==> config.mk <==
export PLATFORM = sky130hd
export DESIGN_NAME = dmem_port_arbiter
export DESIGN_NICKNAME = d
export VERILOG_FILES = /design/src/rtl/dmem_port_arbiter.sv
export SDC_FILE = /design/constraint.sdc
export NUM_CORES = 1
export LEC_CHECK = 0
export CAP_MARGIN = 30
export CORE_MARGIN = 5
export CORE_UTILIZATION = 32
export CTS_BUF_LIST = sky130_fd_sc_hd__clkbuf_8
export DETAILED_ROUTE_END_ITERATION = 8
export MAX_ROUTING_LAYER = met4
export PLACE_DENSITY = 0.65
export SLEW_MARGIN = 10
export SYNTH_ARGS = -nofsm -noshare
export SYNTH_HDL_FRONTEND = slang
export SYNTH_SLANG_ARGS = --single-unit
==> constraint.sdc <==
create_clock -name clk_i -period 3.8 [get_ports clk_i]
set_input_delay 0.38 -clock clk_i [delete_from_list [all_inputs] [get_ports clk_i]]
set_output_delay 0.38 -clock clk_i [all_outputs]
set_load 0.01 [all_outputs]
==> src/rtl/dmem_port_arbiter.sv <==
// Purpose: arbitrates the single data-memory port between the core memory stage and a DMA/debug requester,
//          with one outstanding transaction, load data returned to the owner, and a timeout on every access.
// Latency: grant at N (combinational), mem_req_o at N+1, owner rvalid at N+3 at best (3 cycles back-to-back).
// Backpressure: requesters hold req and payload until their gnt pulse. The core is stalled while its access is pending.
// Ports: clk_i/rst_ni (async active-low); core_*/dma_* requester side (req/we/addr/wdata/funct3 in; gnt/rvalid/rdata out);
//        core_stall_o; mem_* cache side (req/we/addr/wdata/funct3 out; gnt/rvalid/rdata in); timeout_o (sticky).
module dmem_port_arbiter #(
  parameter int ADDR_WIDTH   = 32,
  parameter int DATA_WIDTH   = 32,
  parameter int MAX_WAIT     = 15,
  parameter int STARVE_LIMIT = 4
) (
  input  logic                  clk_i,
  input  logic                  rst_ni,
  input  logic                  core_req_i,
  input  logic                  core_we_i,
  input  logic [ADDR_WIDTH-1:0] core_addr_i,
  input  logic [DATA_WIDTH-1:0] core_wdata_i,
  input  logic [2:0]            core_funct3_i,
  output logic                  core_gnt_o,
  output logic                  core_rvalid_o,
  output logic [DATA_WIDTH-1:0] core_rdata_o,
  output logic                  core_stall_o,
  input  logic                  dma_req_i,
  input  logic                  dma_we_i,
  input  logic [ADDR_WIDTH-1:0] dma_addr_i,
  input  logic [DATA_WIDTH-1:0] dma_wdata_i,
  input  logic [2:0]            dma_funct3_i,
  output logic                  dma_gnt_o,
  output logic                  dma_rvalid_o,
  output logic [DATA_WIDTH-1:0] dma_rdata_o,
  output logic                  mem_req_o,
  output logic                  mem_we_o,
  output logic [ADDR_WIDTH-1:0] mem_addr_o,
  output logic [DATA_WIDTH-1:0] mem_wdata_o,
  output logic [2:0]            mem_funct3_o,
  input  logic                  mem_gnt_i,
  input  logic                  mem_rvalid_i,
  input  logic [DATA_WIDTH-1:0] mem_rdata_i,
  output logic                  timeout_o
);

  localparam int WCW = $clog2(MAX_WAIT + 1);
  localparam int SCW = $clog2(STARVE_LIMIT + 1);

  typedef enum logic [1:0] {S_IDLE, S_REQ, S_RSP} state_e;
  typedef enum logic {OWN_CORE, OWN_DMA} owner_e;

  state_e          state_q, state_d;
  owner_e          owner_q;
  logic [WCW-1:0]  wait_q;
  logic [SCW-1:0]  starve_q;
  logic            core_gnt, dma_gnt;
  logic            complete, timed_out, wait_hit;
  logic [DATA_WIDTH-1:0] rsp_data;

  // The counter is cleared at capture and advanced once per REQ/RSP cycle; the
  // increment that would bring it to MAX_WAIT is the timeout cycle, so the
  // forced completion lands MAX_WAIT cycles after the grant.
  assign wait_hit = (wait_q == WCW'(MAX_WAIT - 1));

  always_comb begin
    state_d   = state_q;
    core_gnt  = 1'b0;
    dma_gnt   = 1'b0;
    complete  = 1'b0;
    timed_out = 1'b0;
    unique case (state_q)
      S_IDLE: begin
        // Grants are gated by reset so nothing is promised while the block is held.
        if (rst_ni) begin
          if (dma_req_i && (!core_req_i || starve_q == SCW'(STARVE_LIMIT))) begin
            dma_gnt = 1'b1;
            state_d = S_REQ;
          end else if (core_req_i) begin
            core_gnt = 1'b1;
            state_d  = S_REQ;
          end
        end
      end
      S_REQ: begin
        // A response while still requesting is meaningless and ignored.
        if (wait_hit) begin
          timed_out = 1'b1;
          complete  = 1'b1;
          state_d   = S_IDLE;
        end else if (mem_gnt_i) begin
          state_d = S_RSP;
        end
      end
      S_RSP: begin
        // A real response on the timeout cycle wins over the timeout.
        if (mem_rvalid_i) begin
          complete = 1'b1;
          state_d  = S_IDLE;
        end else if (wait_hit) begin
          timed_out = 1'b1;
          complete  = 1'b1;
          state_d   = S_IDLE;
        end
      end
      default: state_d = S_IDLE;
    endcase
  end

  // Stores and timed-out accesses return zero data.
  assign rsp_data = (timed_out || mem_we_o) ? '0 : mem_rdata_i;

  always_ff @(posedge clk_i or negedge rst_ni) begin
    if (!rst_ni) begin
      state_q       <= S_IDLE;
      owner_q       <= OWN_CORE;
      wait_q        <= '0;
      starve_q      <= '0;
      mem_we_o      <= 1'b0;
      mem_addr_o    <= '0;
      mem_wdata_o   <= '0;
      mem_funct3_o  <= '0;
      core_rvalid_o <= 1'b0;
      dma_rvalid_o  <= 1'b0;
      core_rdata_o  <= '0;
      dma_rdata_o   <= '0;
      timeout_o     <= 1'b0;
    end else begin
      state_q       <= state_d;
      core_rvalid_o <= 1'b0;
      dma_rvalid_o  <= 1'b0;

      if (core_gnt) begin
        owner_q      <= OWN_CORE;
        wait_q       <= '0;
        mem_we_o     <= core_we_i;
        mem_addr_o   <= core_addr_i;
        mem_wdata_o  <= core_wdata_i;
        mem_funct3_o <= core_funct3_i;
      end else if (dma_gnt) begin
        owner_q      <= OWN_DMA;
        wait_q       <= '0;
        mem_we_o     <= dma_we_i;
        mem_addr_o   <= dma_addr_i;
        mem_wdata_o  <= dma_wdata_i;
        mem_funct3_o <= dma_funct3_i;
      end else if (state_q != S_IDLE) begin
        wait_q <= wait_q + 1'b1;
      end

      // Starvation count: DMA lost a contested round; saturates at the limit.
      if (dma_gnt) begin
        starve_q <= '0;
      end else if (core_gnt && dma_req_i && starve_q != SCW'(STARVE_LIMIT)) begin
        starve_q <= starve_q + 1'b1;
      end

      if (complete) begin
        if (owner_q == OWN_DMA) begin
          dma_rvalid_o <= 1'b1;
          dma_rdata_o  <= rsp_data;
        end else begin
          core_rvalid_o <= 1'b1;
          core_rdata_o  <= rsp_data;
        end
      end

      if (timed_out) begin
        timeout_o <= 1'b1;
      end
    end
  end

  assign core_gnt_o   = core_gnt;
  assign dma_gnt_o    = dma_gnt;
  assign mem_req_o    = (state_q == S_REQ);
  assign core_stall_o = (core_req_i & ~core_gnt) | ((owner_q == OWN_CORE) & (state_q != S_IDLE));

endmodule

======== Word-level counts from Yosys, hierarchy flattened ========
Index checks and enable logic that the tools add are counted.
cells by class
  eq/ne operators ......................... 9
  multipliers ............................. 0
  shift-type cells ........................ 0
  divide/modulo/power cells ............... 0
  bitwise logic cells ..................... 5
  muxes and demuxes ....................... 40
  add/subtract/negate cells ............... 2
  $lt $le $gt $ge ......................... 0
  reductions and logical operators ........ 14
operators with widths
  cell                                                             count
  32-bit two-way mux                                               5
  1-bit two-way mux                                                18
  2-bit two-way mux                                                7
  3-bit two-way mux                                                4
  4-bit two-way mux                                                3
  3-bit != test, second input constant                             3
  2-bit case mux with 3 select lines                               1
  2-bit nonzero test                                               3
  4-bit by 1-bit adder with 4-bit output, second input constant    1
  4-bit == test, second input constant                             1
  1-bit case mux with 2 select lines                               2
  2-bit AND reduction                                              2
  4-bit AND reduction                                              1
  3-bit by 1-bit adder with 3-bit output, second input constant    1
  3-bit == test, second input constant                             1
  1-bit logical AND                                                3
  3-bit by 1-bit != test with 1-bit output, second input constant  1
  3-bit nonzero test                                               1
  1-bit AND                                                        2
  2-bit by 1-bit == test with 1-bit output, second input constant  1
  2-bit == test, second input constant                             1
  2-bit logical NOT                                                1
  1-bit logical OR                                                 2
  2-bit != test, second input constant                             1
  3 further kinds                                                  4
storage, ports and cells
  RAM bits ................................ 0
  register bits ........................... 145
  latch bits .............................. 0
  memories kept ........................... 0
  ROM bits ................................ 0
  input port bits ......................... 174

======== Logic depth before layout (Yosys ltp) ========
Gate-level depths: netlist (run 1).
  word-level depth ........................ 10
  gate-level depth with buffers ........... 8

======== Worst setup path before layout (run 1) ========
Ideal clock, no wire load.
  kind .................................... flip-flop to output port
  start point ............................. reg state_q[1]
  end point ............................... out core_stall_o
  arrival ................................. 1.367 ns
  stages on the path, launching flop included .. 7
  path slack .............................. 2.053 ns
  cells stage by stage .................... dfrtp_1 inv_1 ha_1 nand3_1 a31oi_2 buf_2 o22ai_1
on the way
  cells in the longest elaborated chain, start to end .. 5
  elaborated cells on any way between the ends .. 7
  those cells by class .................... mux: 1; bitwise: 4; reduce/logical: 2
ends and longest elaborated chain
  item                    line  text
  from (decl)             49    state_e state_q, state_d;
  from (signal assigned)  125   state_q <= state_d;
  2-bit logical NOT       68    unique case (state_q)
  1-bit two-way mux       68
  via core_gnt_o          20    output logic core_gnt_o,
  1-bit NOT               173   assign core_stall_o = (core_req_i & ~core_gnt) | ((owner_q == OWN_CORE) & (state_q != S_IDLE));
  1-bit AND               173
  1-bit bitwise OR        173
  to (decl)               23    output logic core_stall_o,
The timed path passes the listed nets, and every way through them passes these cells.

======== Worst setup path after layout (run 1) ========
  start point ............................. reg state_q[0]
  end point ............................... out core_stall_o
on the way
  cells in the longest elaborated chain, start to end .. 5
  elaborated cells on any way between the ends .. 7
  those cells by class .................... mux: 1; bitwise: 4; reduce/logical: 2
ends and longest elaborated chain
  item                  line
  2-bit logical NOT     68
  1-bit two-way mux     68
  1-bit NOT             173
  1-bit AND             173
  1-bit bitwise OR (*)  173
Mark *: on every way between the ends. The rest lies on a longest branch, timed or not.

==> PnR_summary.wiki, run 1 <==
{| class="wikitable"
! Metric !! Value
|-
| Fraction of layout cells with a size suffix above 1 || 0.0686
|-
| Max_slew headroom || 0.491
|-
| Final-report max-slew violation count || 0
|-
| Total of endpoints with negative setup slack in the final report || 0
|-
| Wire per inst || 20.5 um
|-
| Worst EP arrival || 2.77 ns
|-
| Total die area || 21400 um2
|-
| Mapped cell area || 5950 um2
|-
| CORE AREA || 18100 um2
|-
| Iter 0 DRT Violations || 515
|-
| Cell-by-cell listing of the critical path || inv_1 -> ha_1 -> nand3_1 -> a31oi_4 -> buf_4 -> o22ai_1 -> clkdlybuf4s50_1
|-
| Final routed DRC violation total || 0
|-
| Flop2flop setup slack || 1.34 ns
|-
| Maximum root-to-sink buffer count || 2
|-
| Setup CP Type || flip-flop to output port
|-
| Die extent in y || 146 um
|-
| Sequential cell area fraction in the yosys report || 0.610
|-
| Clk_skew || 0.0155 ns
|-
| Per-cell via count in the routed design || 5.39
|-
| Slowest cell on crit path || sky130_fd_sc_hd__clkdlybuf4s50_1
|-
| Synth Area per Inst || 12.2 um2
|-
| Fill cell total of the finished layout || 1535
|-
| First-pass GRT wire length || 32500 um
|-
| TritonCTS buffer count || 17
|-
| Clock Pin Slew Worst Setup and Hold Paths || 0.09 ns
|-
| Pin count of the biggest net entering global routing || 78
|-
| Total number of yosys warnings || 0
|-
| Number of iterations in the first detailed-routing pass || 9
|-
| Worst stage delay on the critical path || 0.50 ns
|-
| Syn_nets || 667
|-
| Count of unique library cells instantiated by Yosys || 38
|-
| Overflow after GRT || 0
|-
| Routability Congestion || 0.866
|-
| Shortest clock period the worst path allows after layout || 3.15 ns
|-
| Stages on the worst setup path || 7
|-
| Tightest Pin Transition || 0.764 ns
|-
| Start of the worst register-to-register path || state_q[0]$_DFFE_PN0P_
|-
| Number of cells produced by synthesis || 486
|-
| Worst-case vdd ir drop || 0.310 mV
|-
| Layout Area Growth over Synthesis || 62.9%
|-
| Count of nets left with antenna violations after detail routing || 0
|-
| Total power draw || 6.65 mW
|-
| Highest net fanout along the worst path || 37
|-
| Leakage power total || 4.43 nW
|-
| Via count of the first global-routing pass || 5733
|-
| Number of cells on the worst reg-to-reg path || 7
|-
| Postcts setup bufs || 0
|-
| Initial antenna violation count || 1
|-
| Portion of the clock cycle consumed by the worst path in the final layout || 0.829
|-
| RSZ-0062 raised after global routing || no
|-
| Worst slack on hold paths || 0.340 ns
|-
| Clk sink count || 145
|-
| Max Cap Viol || 0
|-
| Vias || 5567
|-
| Cts hold-fix bufs || 1
|-
| H-tree depth || 4
|-
| Number of buffers and inverters on the critical path || 3
|-
| Total negative setup slack || 0 ns
|-
| Number of resized instances in the post-cts repair step || 0
|-
| Root buffer cell || sky130_fd_sc_hd__clkbuf_8
|-
| Register bit count reported by yosys || 145
|-
| Run status || completed
|-
| Class of the worst hold path || input pin to asynchronous set/reset pin
|-
| Combined flip-flop and latch cell area || 3630 um2
|-
| Kind of cell with the highest combined delay on the critical path || buffers and inverters
|-
| HPWL Detailed || 15600 um
|-
| Number of I/O port buffers || 312
|-
| Total routed wirelength || 21200 um
|-
| Area occupied by multi-input gates || 1820 um2
|-
| Row cnt || 49
|-
| Starting Density || 0.328
|-
| Worst setup path endpoint || core_stall_o
|-
| Critical path launch point || state_q[0]$_DFFE_PN0P_
|-
| Sort of element at the start of the critical path || flip-flop
|-
| Final-report hold violation count || 0
|-
| WP data required || 3.42 ns
|-
| Total track usage || 0.198
|-
| Horiz. Die Dim || 146 um
|-
| Top Ports || 313
|-
| Later-pin clock latency in the skew report || 0.44 ns
|-
| Endpoint of the most critical register-to-register path || mem_wdata_o[6]$_DFFE_PN0P_
|-
| # nets final || 970
|-
| TritonCTS clock tree || yes
|-
| Areal power density over the cells || 686 nW/um2
|-
| Crit end category || output port
|-
| FMAX || 317 MHz
|}
## cells by family after synthesis
family | Yosys count | synth area share
AO/OA/AOI/OAI | 154 | 0.243
XOR/XNOR | 3 | 0.00442
adder cells (fa/ha/maj) | 7 | 0.0147
buffers and inverters | 120 | 0.0864
flip-flops | 145 | 0.610
AND/OR/NAND/NOR | 57 | 0.0421
## layer usage
metal,up-vias,global-route usage,share of wire
li1,2462,-,-
met1,2710,0.244,0.40
met2,358,0.307,0.47
met3,37,0.0589,0.10
met4,0,0.0790,0.029
met5,-,-,0
## state kept, by name (all words and copies together), names as in the netlist
signal	cells
core_rdata_o	32
dma_rdata_o	32
mem_addr_o	32
mem_wdata_o	32
wait_q	4
mem_funct3_o	3
starve_q	3
state_q	2
core_rvalid_o	1
dma_rvalid_o	1
mem_we_o	1
owner_q	1
timeout_o	1
## synthesized netlist by cell type, drive strengths merged
cell     number  share of area
nand2        36          0.023
o211ai        3         0.0055
a31oi         1         0.0021
buf          25          0.026
a22o          2         0.0029
and2          2         0.0021
a222oi       68           0.11
dfrtp       145           0.61
a21oi         3         0.0025
o211a         1         0.0017
ha            7          0.015
nor3          1        0.00084
and3          3         0.0034
inv          79          0.050
nor2b         1         0.0011
nand3         3         0.0025
a21boi        1         0.0019
a22oi         1         0.0013
nand2b        4         0.0042
a31o          1         0.0015
nor2          6         0.0038
xor2          2         0.0029
o2bb2ai      31          0.046
o21a          2         0.0025
xnor2         1         0.0015
o22ai         3         0.0032
o21ai         5         0.0042
nand4b        1         0.0015
a32o         31          0.052
clkbuf       16          0.010
o31ai         1         0.0013
## through the flow
step / cell area, um2 / std cells / setup slack (ns) / utilization
final: 9690 / 1032 / 0.648 / 0.534
after global routing: 9690 / 1032 / 0.421 / 0.534
after CTS: 9640 / 1029 / 0.580 / 0.531
after detailed placement: 9260 / 996 / 1.05 / 0.510
after global placement: 9230 / 995 / 1.09 / 0.508
after floorplan: 5950 / 486 / 2.05 / -
## where the power goes
group          internal (mW)  switching [mW]
Clock                  0.535           0.650
Sequential              2.14           0.390
Combinational           1.63            1.31
Total                   4.30            2.35
## cell usage in the layout (no fill, tap or decap), drive strengths merged, types with 2 or more instances in the layout
cell,instances
and3,3
nand2,36
o211ai,3
buf,13
ha,7
o22ai,3
clkinv,2
clkinvlp,3
a22o,2
and2,2
clkdlybuf4s50,311
clkbuf,17
inv,88
nand3,3
o21ai,5
nor2,6
a32o,31
o21a,2
xor2,2
o2bb2ai,31
dfrtp,145
a21oi,3
nand2b,4
a222oi,68
## worst min path at each step
stage            from                          end  slack, ns  depth (start not counted)
6_report       rst_ni   mem_addr_o[28]$_DFFE_PN0P_       0.34                          2
5_1_grt        rst_ni   mem_addr_o[21]$_DFFE_PN0P_       0.33                          2
4_1_cts        rst_ni   mem_addr_o[27]$_DFFE_PN0P_       0.31                          2
3_5_place_dp   rst_ni   mem_addr_o[27]$_DFFE_PN0P_       0.24                          1
3_3_place_gp   rst_ni      starve_q[2]$_DFFE_PN0P_       0.23                          1
2_1_floorplan  rst_ni  core_rdata_o[0]$_DFFE_PN0P_       0.08                          0
## area by class of cell
| class | count | area share |
|---|---|---|
| tap | 229 | 0.0296 |
| clock inverter | 15 | 0.0148 |
| multi-input combinational | 221 | 0.188 |
| timing repair buffer | 325 | 0.338 |
| inverter | 79 | 0.0306 |
| antenna | 1 | 0.000258 |
| sequential | 145 | 0.374 |
| clock buffer | 17 | 0.0241 |
No activity file was read; power rests on OpenSTA's default activity.
==> run 2, diff against run 1 <==
==> constraint.sdc (replaced) <==
create_clock -name clk_i -period 3.3 [get_ports clk_i]
set_input_delay 0.33 -clock clk_i [delete_from_list [all_inputs] [get_ports clk_i]]
set_output_delay 0.33 -clock clk_i [all_outputs]
set_load 0.01 [all_outputs]
==> run 2 against run 1 <==
Effect of this change: via count is 1.5% lower; register-to-register slack lost 0.40 ns; highest routed layer unchanged; critical path type unchanged; die area is the same.
==> PnR_summary.wiki, run 2 (synthesis gave the netlist of run 1 again) <==
{| class="wikitable"
! Metric !! Value
|-
| Number of iterations in the first detailed-routing pass || 9 (unchanged)
|-
| Starting Density || 0.328 (unchanged)
|-
| Final standard cell area without fillers || 9710 um2 (+0.18%)
|-
| Overflow after GRT || 0 (unchanged)
|-
| H-tree depth || 4 (unchanged)
|-
| Worst EP arrival || 2.69 ns (-0.08 ns)
|-
| Worst-case vdd ir drop || 0.351 mV (+13%)
|-
| Instance area after placement || 9260 um2 (about the same)
|-
| Slowest cell on crit path || sky130_fd_sc_hd__clkdlybuf4s50_1
|-
| Final-report hold violation count || 0 (unchanged)
|-
| First-pass GRT wire length || 32900 um (+1.4%)
|-
| Vias || 5485 (-1.5%)
|-
| Layout Area Growth over Synthesis || 63.2%
|-
| TritonCTS buffer count || 17 (unchanged)
|-
| Root buffer cell || sky130_fd_sc_hd__clkbuf_8
|-
| TritonCTS clock tree || yes
|-
| Kind of cell with the highest combined delay on the critical path || buffers and inverters
|-
| Clk sink count || 145 (unchanged)
|-
| Number of buffers and inverters on the critical path || 3 (unchanged)
|-
| Clk_skew || 0.0125 ns (-0.00291 ns)
|-
| Count of nets left with antenna violations after detail routing || 0 (unchanged)
|-
| Leakage power total || 4.44 nW (about the same)
|-
| Pin count of the biggest net entering global routing || 69 (-12%)
|-
| Total die area || 21400 um2 (unchanged)
|-
| Sort of element at the start of the critical path || flip-flop
|-
| Initial antenna violation count || 1 (unchanged)
|-
| Final worst setup slack || 0.282 ns (-0.367 ns)
|-
| Postcts setup bufs || 0 (unchanged)
|-
| Fraction of layout cells with a size suffix above 1 || 0.0698 (+0.00125)
|-
| Later-pin clock latency in the skew report || 0.45 ns (about the same)
|-
| Via count of the first global-routing pass || 5665 (-1.2%)
|-
| Wire per inst || 20.5 um (-0.24%)
|-
| WP data required || 2.97 ns (-0.45 ns)
|-
| Flop2flop setup slack || 0.94 ns (-0.40 ns)
|-
| Total routed wirelength || 21100 um (-0.24%)
|-
| CORE AREA || 18100 um2 (unchanged)
|-
| Worst stage delay on the critical path || 0.50 ns (about the same)
|-
| Final-report max-slew violation count || 0 (unchanged)
|-
| Total of endpoints with negative setup slack in the final report || 0 (unchanged)
|-
| Areal power density over the cells || 798 nW/um2 (+16%)
|-
| Per-cell via count in the routed design || 5.31 (-1.5%)
|-
| Post-Place Setup Slack || 0.612 ns (-0.443 ns)
|-
| Final routed DRC violation total || 0 (unchanged)
|-
| Top Ports || 313 (unchanged)
|-
| Run status || completed
|-
| Total track usage || 0.201 (+0.00324)
|-
| Most common library cell in the layout ignoring fill and taps || sky130_fd_sc_hd__clkdlybuf4s50_1
|-
| FMAX || 331 MHz
|-
| Shortest clock period the worst path allows after layout || 3.02 ns
|-
| Die extent in y || 146 um (unchanged)
|-
| Horiz. Die Dim || 146 um (unchanged)
|-
| Total negative setup slack || 0 ns (unchanged)
|-
| Crit end category || output port
|-
| Max Cap Viol || 0 (unchanged)
|-
| Setup CP Type || flip-flop to output port
|-
| Portion of the clock cycle consumed by the worst path in the final layout || 0.915
|-
| Row cnt || 49 (unchanged)
|-
| RSZ-0062 raised after global routing || no
|-
| Max_slew headroom || 0.501 (+0.00989)
|-
| # nets final || 970 (unchanged)
|-
| Clock Pin Slew Worst Setup and Hold Paths || 0.09 ns (about the same)
|-
| Number of I/O port buffers || 312 (unchanged)
|-
| Class of the worst hold path || input pin to asynchronous set/reset pin
|-
| Top library cells by usage in the layout, fill and taps aside || 311 x sky130_fd_sc_hd__clkdlybuf4s50_1, 145 x sky130_fd_sc_hd__dfrtp_1, 76 x sky130_fd_sc_hd__inv_1
|-
| HPWL Detailed || 15600 um (-0.30%)
|-
| Iter 0 DRT Violations || 638 (+24%)
|-
| Tightest Pin Transition || 0.749 ns (-0.0148 ns)
|-
| Maximum root-to-sink buffer count || 2 (unchanged)
|-
| Cell-by-cell listing of the critical path || inv_1 -> ha_2 -> nand3_1 -> a31oi_4 -> buf_4 -> o22ai_1 -> clkdlybuf4s50_1
|-
| Highest net fanout along the worst path || 38 (+2.7%)
|-
| Routability Congestion || 0.834 (-3.7%)
|}
run 2: path summary, 6_finish.rpt:
kind | depth (start not counted) | startpoint | end
setup reg to reg | 7 | state_q[1]$_DFFE_PN0P_ | mem_wdata_o[4]$_DFFE_PN0P_
hold reg to reg | 1 | timeout_o$_DFFE_PN0P_ | timeout_o$_DFFE_PN0P_
max in group asynchronous | 4 | rst_ni | dma_rdata_o[3]$_DFFE_PN0P_
setup / recovery | 7 | state_q[1]$_DFFE_PN0P_ | core_stall_o
hold / removal | 2 | rst_ni | core_rdata_o[26]$_DFFE_PN0P_
min in group clk_i | 1 | timeout_o$_DFFE_PN0P_ | timeout_o$_DFFE_PN0P_
run 2: power breakdown:
group	internal, mW	total, mW	leakage, nW	switching [mW]
Clock	0.695	1.45	0.198	0.756
Sequential	2.46	2.90	1.87	0.439
Combinational	1.89	3.40	2.37	1.51
Total	5.05	7.75	4.44	2.71
run 2: stage by stage:
step                total power [mW]  hold slack (ns)  utilization  cells
finish                          7.75            0.332        0.535   1032
global route                    8.24            0.329        0.535   1032
CTS                             7.82            0.295        0.533   1030
detailed placement              6.33            0.224        0.510    997
global placement                6.24            0.220        0.509    996
floorplan                       4.31           0.0344            -    486
run 2: layout make-up:
class | instances | area (um2)
diodes | 1 | 2.50
clock buffers | 17 | 234
clock inverters | 15 | 171
fillers | 1551 | 8440
inverters | 79 | 297
multi-input cells | 221 | 1830
flip-flops and latches | 145 | 3630
well taps | 229 | 287
repair buffers | 325 | 3260
run 2: per-layer routing:
metal | part of all wire | GRT usage
met1 | 0.39 | 0.240
met2 | 0.49 | 0.325
met3 | 0.097 | 0.0694
met4 | 0.018 | 0.0564
met5 | 0 | -
run 2: timing repair:
item	in CTS	in global routing
hold buffers	1	0
endpoints found under the setup margin	0	1
resized for setup	0	1
endpoints found under the hold margin	27	0
==> run 3, diff against run 2 <==
--- a/config.mk
+++ b/config.mk
@@ -11,7 +11,7 @@
 export CTS_BUF_LIST = sky130_fd_sc_hd__clkbuf_8
 export DETAILED_ROUTE_END_ITERATION = 8
 export MAX_ROUTING_LAYER = met4
-export PLACE_DENSITY = 0.65
+export PLACE_DENSITY = 0.67
 export SLEW_MARGIN = 10
 export SYNTH_ARGS = -nofsm -noshare
 export SYNTH_HDL_FRONTEND = slang
==> run 3 against run 2 <==
Effect of this change: count of clock-buffer cells in the layout is the same; setup slack got worse by 0.040 ns; clock power barely moved; core utilization is 0.055 points higher; hold slack worse by 0.064 ns; design area rose by 0.10%; combinational power down 1%; largest cell class unchanged; largest power group unchanged.
==> PnR_summary.wiki, run 3 (synthesis gave the netlist of run 1 again) <==
{| class="wikitable"
! Metric !! Value
|-
| Vias || 5426 (-1.1%)
|-
| Slowest cell on crit path || sky130_fd_sc_hd__clkdlybuf4s50_1
|-
| Maximum root-to-sink buffer count || 2 (unchanged)
|-
| Clk_skew || 0.0160 ns (+0.00348 ns)
|-
| Number of iterations in the first detailed-routing pass || 6 (-3)
|-
| Combined flip-flop and latch cell area || 3630 um2 (unchanged)
|-
| Worst-case vdd ir drop || 0.350 mV (-0.39%)
|-
| Starting Density || 0.328 (unchanged)
|-
| Setup CP Type || flip-flop to output port
|-
| Highest net fanout along the worst path || 12 (-68%)
|-
| Max_slew headroom || 0.472 (-0.0283)
|-
| Final-report max-slew violation count || 0 (unchanged)
|-
| # nets final || 969 (-0.10%)
|-
| HPWL Detailed || 15000 um (-3.7%)
|-
| Total negative setup slack || 0 ns (unchanged)
|-
| Final routed DRC violation total || 0 (unchanged)
|-
| Postcts setup bufs || 0 (unchanged)
|-
| Tightest Pin Transition || 0.791 ns (+0.0425 ns)
|-
| Pin count of the biggest net entering global routing || 73 (+5.8%)
|-
| Cell-by-cell listing of the critical path || inv_1 -> ha_1 -> nand3_1 -> a31oi_4 -> o22ai_1 -> clkdlybuf4s50_1
|-
| Clk sink count || 145 (unchanged)
|-
| Later-pin clock latency in the skew report || 0.45 ns (about the same)
|-
| Shortest clock period the worst path allows after layout || 3.06 ns (+0.0400 ns)
|-
| TritonCTS clock tree || yes
|-
| Crit end category || output port
|-
| Total track usage || 0.196 (-0.00476)
|-
| Per-cell via count in the routed design || 5.27 (-0.88%)
|-
| Class of the worst hold path || input pin to asynchronous set/reset pin
|-
| CORE AREA || 18100 um2 (unchanged)
|-
| Row cnt || 49 (unchanged)
|-
| Die extent in y || 146 um (unchanged)
|-
| Portion of the clock cycle consumed by the worst path in the final layout || 0.927 (+0.0121)
|-
| Final-report hold violation count || 0 (unchanged)
|-
| Via count of the first global-routing pass || 5783 (+2.1%)
|-
| Wire per inst || 20.0 um (-2.4%)
|-
| FMAX || 327 MHz (-1.3%)
|-
| Worst stage delay on the critical path || 0.52 ns (+0.02 ns)
|-
| Number of antenna diodes || 0 (-1)
|-
| Number of I/O port buffers || 312 (unchanged)
|-
| Run status || completed
|-
| TritonCTS buffer count || 17 (unchanged)
|-
| Areal power density over the cells || 793 nW/um2 (-0.62%)
|-
| Clock Pin Slew Worst Setup and Hold Paths || 0.09 ns (about the same)
|-
| WP data required || 2.97 ns (about the same)
|-
| Horiz. Die Dim || 146 um (unchanged)
|-
| Top library cells by usage in the layout, fill and taps aside || 311 x sky130_fd_sc_hd__clkdlybuf4s50_1, 145 x sky130_fd_sc_hd__dfrtp_1, 76 x sky130_fd_sc_hd__inv_1
|-
| Overflow after GRT || 0 (unchanged)
|-
| Area occupied by multi-input gates || 1820 um2 (-0.14%)
|-
| Number of buffers and inverters on the critical path || 2 (-1)
|-
| Routability Congestion || 0.851 (+2.0%)
|-
| Leakage power total || 4.45 nW (+0.22%)
|-
| Iter 0 DRT Violations || 540 (-15%)
|-
| Most common library cell in the layout ignoring fill and taps || sky130_fd_sc_hd__clkdlybuf4s50_1
|-
| Total routed wirelength || 20600 um (-2.6%)
|-
| Total of endpoints with negative setup slack in the final report || 0 (unchanged)
|-
| Layout Area Growth over Synthesis || 63.4%
|-
| Sort of element at the start of the critical path || flip-flop
|-
| Initial antenna violation count || 0 (-1)
|-
| First-pass GRT wire length || 32500 um (-1.2%)
|-
| RSZ-0062 raised after global routing || no
|-
| H-tree depth || 4 (unchanged)
|-
| Worst slack on hold paths || 0.268 ns (-0.0639 ns)
|-
| Total die area || 21400 um2 (unchanged)
|-
| Root buffer cell || sky130_fd_sc_hd__clkbuf_8
|-
| Count of nets left with antenna violations after detail routing || 0 (unchanged)
|-
| Fraction of layout cells with a size suffix above 1 || 0.0674 (-0.00241)
|-
| Top Ports || 313 (unchanged)
|-
| Kind of cell with the highest combined delay on the critical path || compound AO/OA/AOI/OAI gates
|-
| Max Cap Viol || 0 (unchanged)
|-
| Worst EP arrival || 2.73 ns (+0.04 ns)
|-
| Fill cell total of the finished layout || 1563 (+0.77%)
|-
| Total power draw || 7.71 mW (-0.52%)
|}
[run 3: worst register-to-register path, cell delays in order (launching register included)]
cell and delay (ns):
sky130_fd_sc_hd__dfrtp_1 0.41, sky130_fd_sc_hd__inv_1 0.11, sky130_fd_sc_hd__ha_1 0.40, sky130_fd_sc_hd__nand3_1 0.34, sky130_fd_sc_hd__nor2_4 0.20, sky130_fd_sc_hd__buf_4 0.58
sky130_fd_sc_hd__a222oi_1 0.28, sky130_fd_sc_hd__inv_1 0.10
[run 3: worst paths after layout]
| kind | start | depth (start not counted) | endpoint | slack (ns) |
|---|---|---|---|---|
| max | state_q[1]$_DFFE_PN0P_ | 6 | core_stall_o | 0.24 |
| max in group asynchronous | rst_ni | 3 | mem_addr_o[4]$_DFFE_PN0P_ | 2.01 |
| min | rst_ni | 2 | dma_rdata_o[27]$_DFFE_PN0P_ | 0.27 |
| min reg2reg | timeout_o$_DFFE_PN0P_ | 1 | timeout_o$_DFFE_PN0P_ | 0.48 |
| min in group clk_i | mem_rdata_i[1] | 3 | dma_rdata_o[1]$_DFFE_PN0P_ | 0.48 |
| max reg2reg | state_q[1]$_DFFE_PN0P_ | 7 | mem_wdata_o[12]$_DFFE_PN0P_ | 0.82 |
[run 3: power breakdown]
part           leakage [nW]  switching [mW]  internal, mW  total, mW
sequential             1.87           0.437          2.46       2.90
combinational          2.37            1.48          1.88       3.36
clock                 0.202           0.756         0.696       1.45
[run 3: area by class of cell]
| cell class | instances | share of cell area |
|---|---|---|
| multi-input cells | 221 | 0.188 |
| inverters | 79 | 0.0305 |
| clock buffers | 17 | 0.0241 |
| clock inverters | 15 | 0.0174 |
| well taps | 229 | 0.0295 |
| flip-flops and latches | 145 | 0.373 |
| repair buffers | 324 | 0.338 |
[run 3: metrics by stage]
step	instances	worst slack [ns]	instance area, um2	util
finish	1030	0.241	9720	0.536
detailed placement	995	0.638	9260	0.510
CTS	1028	0.153	9670	0.533
global placement	994	0.719	9230	0.509
floorplan	486	1.60	5950	-
global route	1030	0.0288	9720	0.536
[run 3: routing by layer]
layer | wire length (um) | track usage | part of all wire | vias up
li1 | - | - | - | 2458
met3 | 1970 | 0.0629 | 0.096 | 20
met4 | 360 | 0.0546 | 0.017 | 0
met2 | 9730 | 0.305 | 0.47 | 307
met5 | 0 | - | 0 | -
met1 | 8530 | 0.249 | 0.41 | 2641
[run 3: timing repair]
action	4_1_cts	5_1_grt
hold buffers	1	0
gates resized for setup	0	0
hold endpoints to repair	11	0
